$ cat src/rtl/tag_ram_nway_sync_if.sv
`default_nettype none
// +----------------------------------------------------------------------------+
// | tag_ram_nway_sync_if : lookup / write / result bundle of the N-way tag RAM |
// | Rev 1.0                                                                    |
// +----------------------------------------------------------------------------+
interface tag_ram_nway_sync_if #(
  parameter int AWIDTH = 3,
  parameter int TWIDTH = 14,
  parameter int WAYS   = 2
);
  localparam int WWIDTH = $clog2(WAYS);

  logic                   init_done;
  logic                   lk_valid;
  logic [AWIDTH-1:0]      lk_addr;
  logic [TWIDTH-1:0]      lk_tag;
  logic                   lk_rvalid;
  logic                   hit;
  logic [WAYS-1:0]        hit_vec;
  logic [WWIDTH-1:0]      hit_way;
  logic [WAYS*TWIDTH-1:0] rd_tags;
  logic [WWIDTH-1:0]      victim_way;
  logic                   wr_en;
  logic [AWIDTH-1:0]      wr_addr;
  logic [WWIDTH-1:0]      wr_way;
  logic [TWIDTH-1:0]      wr_tag;
  logic                   wr_valid;

  modport master (
    input  init_done, lk_rvalid, hit, hit_vec, hit_way, rd_tags, victim_way,
    output lk_valid, lk_addr, lk_tag, wr_en, wr_addr, wr_way, wr_tag, wr_valid
  );

  modport slave (
    output init_done, lk_rvalid, hit, hit_vec, hit_way, rd_tags, victim_way,
    input  lk_valid, lk_addr, lk_tag, wr_en, wr_addr, wr_way, wr_tag, wr_valid
  );
endinterface
`default_nettype wire

$ cat src/rtl/tag_ram_nway_sync.sv
`default_nettype none
// +----------------------------------------------------------------------------+
// | tag_ram_nway_sync : N-way set-associative tag store, sync read, hit check, |
// | victim select. Optional macro TAG_RAM_VICTIM_RR_EN: round-robin victim.    |
// | Rev 1.0                                                                    |
// +----------------------------------------------------------------------------+
module tag_ram_nway_sync #(
  parameter int AWIDTH = 3,
  parameter int TWIDTH = 14,
  parameter int WAYS   = 2
) (
  input  logic                 clock,
  input  logic                 reset_n,
  tag_ram_nway_sync_if.slave   bus
);
  localparam int DEPTH  = 1 << AWIDTH;
  localparam int WWIDTH = $clog2(WAYS);

  typedef enum logic [0:0] {
    ST_INIT = 1'b0,
    ST_RUN  = 1'b1
  } state_t;

  state_t              r_state;
  logic [AWIDTH-1:0]   r_ctr;
  logic [TWIDTH-1:0]   r_tag_mem   [DEPTH][WAYS];
  logic [WAYS-1:0]     r_valid_mem [DEPTH];

  logic                   w_run;
  logic                   w_same_set;
  logic [WAYS-1:0]        w_wr_sel;
  logic [WAYS*TWIDTH-1:0] w_fwd_tags;
  logic [WAYS-1:0]        w_fwd_valid;
  logic [WAYS-1:0]        w_hit_vec;
  logic [WWIDTH-1:0]      w_hit_way;
  logic [WWIDTH-1:0]      w_victim;
  logic [WWIDTH-1:0]      w_victim_dflt;

  assign w_run      = (r_state == ST_RUN);
  assign w_same_set = (bus.wr_addr == bus.lk_addr);

  // Way decode; an out-of-range wr_way selects nothing, which drops the write.
  generate
    for (genvar w = 0; w < WAYS; w++) begin : g_wr_sel
      assign w_wr_sel[w] = bus.wr_en && w_run && (bus.wr_way == WWIDTH'(w));
    end
  endgenerate

`ifdef TAG_RAM_VICTIM_RR_EN
  logic [WWIDTH-1:0] r_ptr_mem [DEPTH];
  logic [WWIDTH-1:0] w_ptr_wr;
  logic [WWIDTH-1:0] w_ptr_wr_next;
  logic              w_ptr_adv;

  assign w_ptr_wr      = r_ptr_mem[bus.wr_addr];
  assign w_ptr_wr_next = (w_ptr_wr == WWIDTH'(WAYS - 1)) ? '0 : w_ptr_wr + WWIDTH'(1);
  assign w_ptr_adv     = bus.wr_en && w_run && bus.wr_valid && (bus.wr_way == w_ptr_wr);
  assign w_victim_dflt = (w_same_set && w_ptr_adv) ? w_ptr_wr_next : r_ptr_mem[bus.lk_addr];

  always_ff @(posedge clock) begin
    if (reset_n) begin
      if (r_state == ST_INIT) begin
        r_ptr_mem[r_ctr] <= '0;
      end else if (w_ptr_adv) begin
        r_ptr_mem[bus.wr_addr] <= w_ptr_wr_next;
      end
    end
  end
`else
  assign w_victim_dflt = '0;
`endif

  // Write-first: a same-set write at this edge is forwarded into the lookup result.
  always_comb begin
    w_fwd_tags  = '0;
    w_fwd_valid = '0;
    w_hit_vec   = '0;
    for (int w = 0; w < WAYS; w++) begin
      if (w_same_set && w_wr_sel[w]) begin
        w_fwd_tags[w*TWIDTH +: TWIDTH] = bus.wr_tag;
        w_fwd_valid[w]                 = bus.wr_valid;
      end else begin
        w_fwd_tags[w*TWIDTH +: TWIDTH] = r_tag_mem[bus.lk_addr][w];
        w_fwd_valid[w]                 = r_valid_mem[bus.lk_addr][w];
      end
      w_hit_vec[w] = w_fwd_valid[w] && (w_fwd_tags[w*TWIDTH +: TWIDTH] == bus.lk_tag);
    end
  end

  always_comb begin
    w_hit_way = '0;
    w_victim  = w_victim_dflt;
    for (int w = WAYS - 1; w >= 0; w--) begin
      if (w_hit_vec[w]) begin
        w_hit_way = WWIDTH'(w);
      end
      if (!w_fwd_valid[w]) begin
        w_victim = WWIDTH'(w);
      end
    end
  end

  // Tag contents survive reset; only valid bits are cleared, by the sweep.
  always_ff @(posedge clock) begin
    if (reset_n) begin
      if (r_state == ST_INIT) begin
        r_valid_mem[r_ctr] <= '0;
      end else begin
        for (int w = 0; w < WAYS; w++) begin
          if (w_wr_sel[w]) begin
            r_tag_mem[bus.wr_addr][w]   <= bus.wr_tag;
            r_valid_mem[bus.wr_addr][w] <= bus.wr_valid;
          end
        end
      end
    end
  end

  always_ff @(posedge clock) begin
    if (!reset_n) begin
      r_state        <= ST_INIT;
      r_ctr          <= '0;
      bus.init_done  <= 1'b0;
      bus.lk_rvalid  <= 1'b0;
      bus.hit        <= 1'b0;
      bus.hit_vec    <= '0;
      bus.hit_way    <= '0;
      bus.victim_way <= '0;
      bus.rd_tags    <= '0;
    end else begin
      case (r_state)
        ST_INIT: begin
          bus.lk_rvalid <= 1'b0;
          r_ctr         <= r_ctr + AWIDTH'(1);
          if (r_ctr == AWIDTH'(DEPTH - 1)) begin
            r_state       <= ST_RUN;
            bus.init_done <= 1'b1;
          end
        end
        default: begin
          bus.lk_rvalid <= bus.lk_valid;
          if (bus.lk_valid) begin
            bus.hit        <= |w_hit_vec;
            bus.hit_vec    <= w_hit_vec;
            bus.hit_way    <= w_hit_way;
            bus.victim_way <= w_victim;
            bus.rd_tags    <= w_fwd_tags;
          end
        end
      endcase
    end
  end
endmodule
`default_nettype wire

$ cat src/flat_wrapper.sv
// flat-port wrapper written by rule: the top's interface ports become plain ports
module tag_ram_nway_sync_flat 
#(
  parameter int AWIDTH = 3,
  parameter int TWIDTH = 14,
  parameter int WAYS   = 2
)
  (clock, reset_n, bus_init_done, bus_lk_rvalid, bus_hit, bus_hit_vec, bus_hit_way, bus_rd_tags, bus_victim_way, bus_lk_valid, bus_lk_addr, bus_lk_tag, bus_wr_en, bus_wr_addr, bus_wr_way, bus_wr_tag, bus_wr_valid);
  tag_ram_nway_sync_if #(.AWIDTH(AWIDTH), .TWIDTH(TWIDTH), .WAYS(WAYS)) bus_i ();
  input  logic clock;
  input  logic reset_n;
  output wire logic [$bits(bus_i.init_done)-1:0] bus_init_done;
  output wire logic [$bits(bus_i.lk_rvalid)-1:0] bus_lk_rvalid;
  output wire logic [$bits(bus_i.hit)-1:0] bus_hit;
  output wire logic [$bits(bus_i.hit_vec)-1:0] bus_hit_vec;
  output wire logic [$bits(bus_i.hit_way)-1:0] bus_hit_way;
  output wire logic [$bits(bus_i.rd_tags)-1:0] bus_rd_tags;
  output wire logic [$bits(bus_i.victim_way)-1:0] bus_victim_way;
  input wire logic [$bits(bus_i.lk_valid)-1:0] bus_lk_valid;
  input wire logic [$bits(bus_i.lk_addr)-1:0] bus_lk_addr;
  input wire logic [$bits(bus_i.lk_tag)-1:0] bus_lk_tag;
  input wire logic [$bits(bus_i.wr_en)-1:0] bus_wr_en;
  input wire logic [$bits(bus_i.wr_addr)-1:0] bus_wr_addr;
  input wire logic [$bits(bus_i.wr_way)-1:0] bus_wr_way;
  input wire logic [$bits(bus_i.wr_tag)-1:0] bus_wr_tag;
  input wire logic [$bits(bus_i.wr_valid)-1:0] bus_wr_valid;
  assign bus_init_done = bus_i.init_done;
  assign bus_lk_rvalid = bus_i.lk_rvalid;
  assign bus_hit = bus_i.hit;
  assign bus_hit_vec = bus_i.hit_vec;
  assign bus_hit_way = bus_i.hit_way;
  assign bus_rd_tags = bus_i.rd_tags;
  assign bus_victim_way = bus_i.victim_way;
  assign bus_i.lk_valid = bus_lk_valid;
  assign bus_i.lk_addr = bus_lk_addr;
  assign bus_i.lk_tag = bus_lk_tag;
  assign bus_i.wr_en = bus_wr_en;
  assign bus_i.wr_addr = bus_wr_addr;
  assign bus_i.wr_way = bus_wr_way;
  assign bus_i.wr_tag = bus_wr_tag;
  assign bus_i.wr_valid = bus_wr_valid;
  tag_ram_nway_sync #(.AWIDTH(AWIDTH), .TWIDTH(TWIDTH), .WAYS(WAYS)) u_core (.clock(clock), .reset_n(reset_n), .bus(bus_i));
endmodule
$ cat config.mk
export PLATFORM = sky130hd
export DESIGN_NAME = tag_ram_nway_sync_flat
export DESIGN_NICKNAME = d
export VERILOG_FILES = /design/src/rtl/tag_ram_nway_sync_if.sv /design/src/rtl/tag_ram_nway_sync.sv /design/src/flat_wrapper.sv
export SDC_FILE = /design/constraint.sdc
export NUM_CORES = 1
export LEC_CHECK = 0
export BUFFER_PORTS_ARGS = -buffer_cell sky130_fd_sc_hd__buf_2
export CAP_MARGIN = 15
export CORE_MARGIN = 8
export CORE_UTILIZATION = 30
export CTS_CLUSTER_DIAMETER = 60
export DETAILED_ROUTE_END_ITERATION = 10
export SLEW_MARGIN = 40
export SYNTH_ARGS = -nofsm -noshare
export SYNTH_HDL_FRONTEND = slang
export SYNTH_SLANG_ARGS = --single-unit
$ cat constraint.sdc
create_clock -name clock -period 8.48 [get_ports clock]
set_clock_uncertainty 0.05 [all_clocks]
set_input_delay 0.424 -clock clock [delete_from_list [all_inputs] [get_ports clock]]
set_output_delay 0.424 -clock clock [all_outputs]
set_load 0.01 [all_outputs]
==> flow_metrics.env <==
export IMPL_grt_total_usage=0.1294
export IMPL_cts_htree_levels=1
export IMPL_switchingPower_uw=658.8
export IMPL_run_status="complete, no violations"
export IMPL_stdcell_area_mm2=0.01404
export IMPL_place_congestion=0.9047
export IMPL_synth_top_cells_by_area="sky130_fd_sc_hd__edfxtp_1 (60%), sky130_fd_sc_hd__dfxtp_1 (6.5%), sky130_fd_sc_hd__mux2i_1 (5.5%)"
export IMPL_postSynth_asyncResetShare=0
export IMPL_worstReg2RegStart="u_core.r_state"
export IMPL_wl_met1_um=14020
export IMPL_grt_setup_unrepaired="no"
export IMPL_flow_area_growth_from_synthesis_pct=17.25
export IMPL_layout_drive_gt1_share=0.2044
export IMPL_synth_edf_count=240
export IMPL_syn_avg_cell_area_um2=14.19
export IMPL_timing_worst_slew_pin_value_ns=0.6923
export IMPL_fmaxAchievable_ghz=0.2861
export IMPL_place_port_buffers=74
export IMPL_avgViaCountPerCell=5.124
export IMPL_post_detailed_routing_wire_length_um=31330
export IMPL_total_of_flip_flops_plus_latches_after_synthesis=279
export IMPL_via_count=7532
export IMPL_holdCritStartpoint="reset_n"
export IMPL_fillerInstances=3762
export IMPL_minimum_period_implied_by_the_final_worst_setup_slack_ns=3.496
export IMPL_timing_hold_ws_ns=0.1967
export IMPL_final_setup_viol_count=0
export IMPL_route_met3_wl_um=2436
export IMPL_static_leakage_power_nw=4.818
export IMPL_dieArea_mm2=0.04656
export IMPL_synth_seq_area_share=0.6672
export IMPL_cts_buffers=29
export IMPL_worst_r2r_endpoint="u_core.bus.hit"
export IMPL_hold_violations=0
export IMPL_pins_over_slew_limit=0
export IMPL_leading_register_cell_type_out_of_synthesis="sky130_fd_sc_hd__edfxtp_1"
export IMPL_fin_tns_setup_ns=0
export IMPL_postSynthCellCount=844
export IMPL_top_layer="met5"
export IMPL_holdBufCountCts=0
export IMPL_via_count_of_the_first_global_routing_pass=7425
export IMPL_die_y_um=215.8
export IMPL_die_width_um=215.8
export IMPL_worstSetupPathType="in2reg"
export IMPL_timing_hold_worst_class="in2reg"
export IMPL_clock_sinks=279
export IMPL_drtIter0Drc=775
export IMPL_cell_area_after_placement_mm2=0.01299
export IMPL_insertion_delay_ns=0.54
export IMPL_gr_total_overflow=0
export IMPL_final_common_cell="sky130_fd_sc_hd__edfxtp_1"
export IMPL_dp_hpwl_um=21070
export IMPL_number_of_buffers_between_clock_root_and_the_deepest_sink=3
export IMPL_kind_of_launch_point_of_the_worst_setup_path="primary input"
export IMPL_power_combinational_fraction=0.063
export IMPL_drt_pre_antenna_iters=6
export IMPL_yosysWarnings=0
export IMPL_met2_length_um=14290
export IMPL_layout_common_cells="sky130_fd_sc_hd__edfxtp_1 (240), sky130_fd_sc_hd__nor2_1 (98), sky130_fd_sc_hd__buf_2 (74)"
export IMPL_worst_ir_drop_vdd_uv=125.5
export IMPL_std_cell_rows=73
export IMPL_grt_start_max_net_pins=48
export IMPL_layout_core_utilization=0.3550
export IMPL_switching_share=0.2154
export IMPL_slack_of_the_worst_reg_to_reg_path_ns=5.22
export IMPL_sequentialPowerShare=0.489
export IMPL_critical_path_startpoint="bus_lk_addr[1]"
export IMPL_core_mm2=0.03955
export IMPL_gates_resized_cts_repair=0
export IMPL_finalCritPeriodShare=0.4122
export IMPL_boundaryPins=75
export IMPL_cts_setup_buffers=0
export IMPL_setup_worst_path_end_class="register"
export IMPL_cts_root_buffer="sky130_fd_sc_hd__clkbuf_16"
export IMPL_detail_route_wl_per_cell_um=21.31
export IMPL_clockPowerShare=0.448
export IMPL_worst_r2r_cell_count=7
export IMPL_worst_setup_path_endpoint="u_core.bus.hit"
export IMPL_path_clk_slew_ns=0.07
export IMPL_synthesis_nets=886
export IMPL_drt_drc_violations_left=0
export IMPL_antenna_violating_nets_post_route=0
export IMPL_slew_headroom=0.5253
export IMPL_p_int_mw=2.400
export IMPL_final_cells=1470
export IMPL_worst_endpoint_arrival_ns=3.92
export IMPL_tritoncts="yes"
export IMPL_grt_antenna_before_repair=4
export IMPL_timing_max_cap_violations=0
export IMPL_timing_critical_path_required_ns=8.90
export IMPL_post_synth_instance_area_mm2=0.01197
export IMPL_netlist_top_cell_by_area="sky130_fd_sc_hd__edfxtp_1"
export IMPL_cellPowerDensity_mw_per_mm2=217.9
export IMPL_finalNetCount=963
export IMPL_post_synth_top_area_fraction=0.6019
export IMPL_grt_pass1_wl_um=47000
export IMPL_placedCellCount=1415
export IMPL_floorplan_initialDensity=0.3027
export IMPL_netlist_cell_type_count=66
export IMPL_path_max_fanout=38
stage by stage:
stage	worst slack [ns]	power [mW]
floorplan	5.656	1.644
global placement	4.345	1.713
detailed placement	4.457	1.716
CTS	5.025	3.078
global route	4.847	3.146
finish	4.984	3.059
power by group through the flow:
| stage | Clock (mW) | Combinational [mW] | Sequential, mW |
|---|---|---|---|
| after CTS | 1.39 | 0.192 | 1.49 |
| after global placement | 0 | 0.189 | 1.52 |
| after floorplan | 0 | 0.120 | 1.52 |
| final | 1.37 | 0.194 | 1.50 |
| after detailed placement | 0 | 0.192 | 1.52 |
| after global routing | 1.44 | 0.209 | 1.49 |
how the worst min path moves through the flow:
stage | slack, ns | cells after the start | to
2_1_floorplan | 0.43 | 2 | u_core.bus.rd_tags[15]
3_3_place_gp | 0.39 | 2 | u_core.bus.rd_tags[15]
3_5_place_dp | 0.39 | 2 | u_core.bus.rd_tags[15]
4_1_cts | 0.18 | 3 | u_core.bus.hit_way
5_1_grt | 0.22 | 3 | u_core.bus.hit_way
6_report | 0.20 | 3 | u_core.bus.hit_way
worst max-delay path: stages:
cell and delay, ns:
sky130_fd_sc_hd__buf_4 0.47, sky130_fd_sc_hd__buf_4 0.65, sky130_fd_sc_hd__xor2_2 0.25, sky130_fd_sc_hd__or4_4 0.69, sky130_fd_sc_hd__o21ai_0 0.52, sky130_fd_sc_hd__xnor2_1 0.19, sky130_fd_sc_hd__nor4_1 0.28, sky130_fd_sc_hd__nand4b_1 0.19
sky130_fd_sc_hd__a31oi_1 0.19
flip-flops by register name, summed over array words and instances (netlist names):
| signal | cells |
|---|---|
| u_core.r_ctr | 3 |
| u_core.bus.hit_way | 1 |
| u_core.bus.victim_way | 1 |
| u_core.r_tag_mem | 224 |
| u_core.bus.init_done | 1 |
| u_core.bus.rd_tags | 28 |
| u_core.bus.lk_rvalid | 1 |
| u_core.bus.hit | 1 |
| u_core.bus.hit_vec | 2 |
| u_core.r_state | 1 |
| u_core.r_valid_mem | 16 |
cell families after synthesis:
group / Yosys count / share of synthesized area
buffers and inverters: 63 / 0.02539
and+or+nand+nor: 234 / 0.09500
DFF: 279 / 0.6672
adders and majority gates: 2 / 0.002090
muxes: 102 / 0.1147
xor gates and xnor gates: 18 / 0.01379
AOI/OAI and AO/OA: 146 / 0.08183
synth_stat cells (3+ instances only):
master / instances
sky130_fd_sc_hd__clkbuf_1: 17
sky130_fd_sc_hd__edfxtp_1: 240
sky130_fd_sc_hd__o21ai_1: 3
sky130_fd_sc_hd__o221ai_1: 6
sky130_fd_sc_hd__a311oi_1: 4
sky130_fd_sc_hd__and2_1: 4
sky130_fd_sc_hd__nor3_1: 22
sky130_fd_sc_hd__xor2_1: 6
sky130_fd_sc_hd__nor2b_1: 13
sky130_fd_sc_hd__nor2_1: 98
sky130_fd_sc_hd__dfxtp_1: 39
sky130_fd_sc_hd__inv_1: 12
sky130_fd_sc_hd__nand4_1: 3
sky130_fd_sc_hd__or3_1: 9
sky130_fd_sc_hd__nand3_1: 11
sky130_fd_sc_hd__a22o_1: 3
sky130_fd_sc_hd__buf_1: 7
sky130_fd_sc_hd__nor3b_1: 3
sky130_fd_sc_hd__o211ai_1: 9
sky130_fd_sc_hd__o22ai_1: 27
sky130_fd_sc_hd__a21oi_1: 38
sky130_fd_sc_hd__xnor2_1: 11
sky130_fd_sc_hd__mux2i_1: 66
sky130_fd_sc_hd__and3_1: 5
sky130_fd_sc_hd__o21ai_0: 11
sky130_fd_sc_hd__mux4_2: 26
sky130_fd_sc_hd__nand3b_1: 5
sky130_fd_sc_hd__nand2_1: 33
sky130_fd_sc_hd__nand2b_1: 7
sky130_fd_sc_hd__buf_6: 5
sky130_fd_sc_hd__a211oi_1: 10
sky130_fd_sc_hd__nor4_1: 11
sky130_fd_sc_hd__a31oi_1: 8
sky130_fd_sc_hd__mux2_2: 9
sky130_fd_sc_hd__buf_2: 21
cell type report:
cell class	instances	area (um^2)	share of cell area
clock inverter	18	267.8	0.01907
multi-input combinational	502	3739	0.2663
sequential	279	7988	0.5690
antenna	1	2.502	0.0001783
tap	525	656.9	0.04679
inverter	12	45.04	0.003209
clock buffer	36	782.0	0.05570
timing repair buffer	97	558.0	0.03975
routing by layer:
metal / global-route usage / vias to the layer above
li1: - / 3428
met1: 0.1795 / 3774
met2: 0.2029 / 285
met3: 0.03077 / 39
met4: 0.02928 / 6
met5: 0 / -
Note: power is estimated with default switching activity, not from simulation.
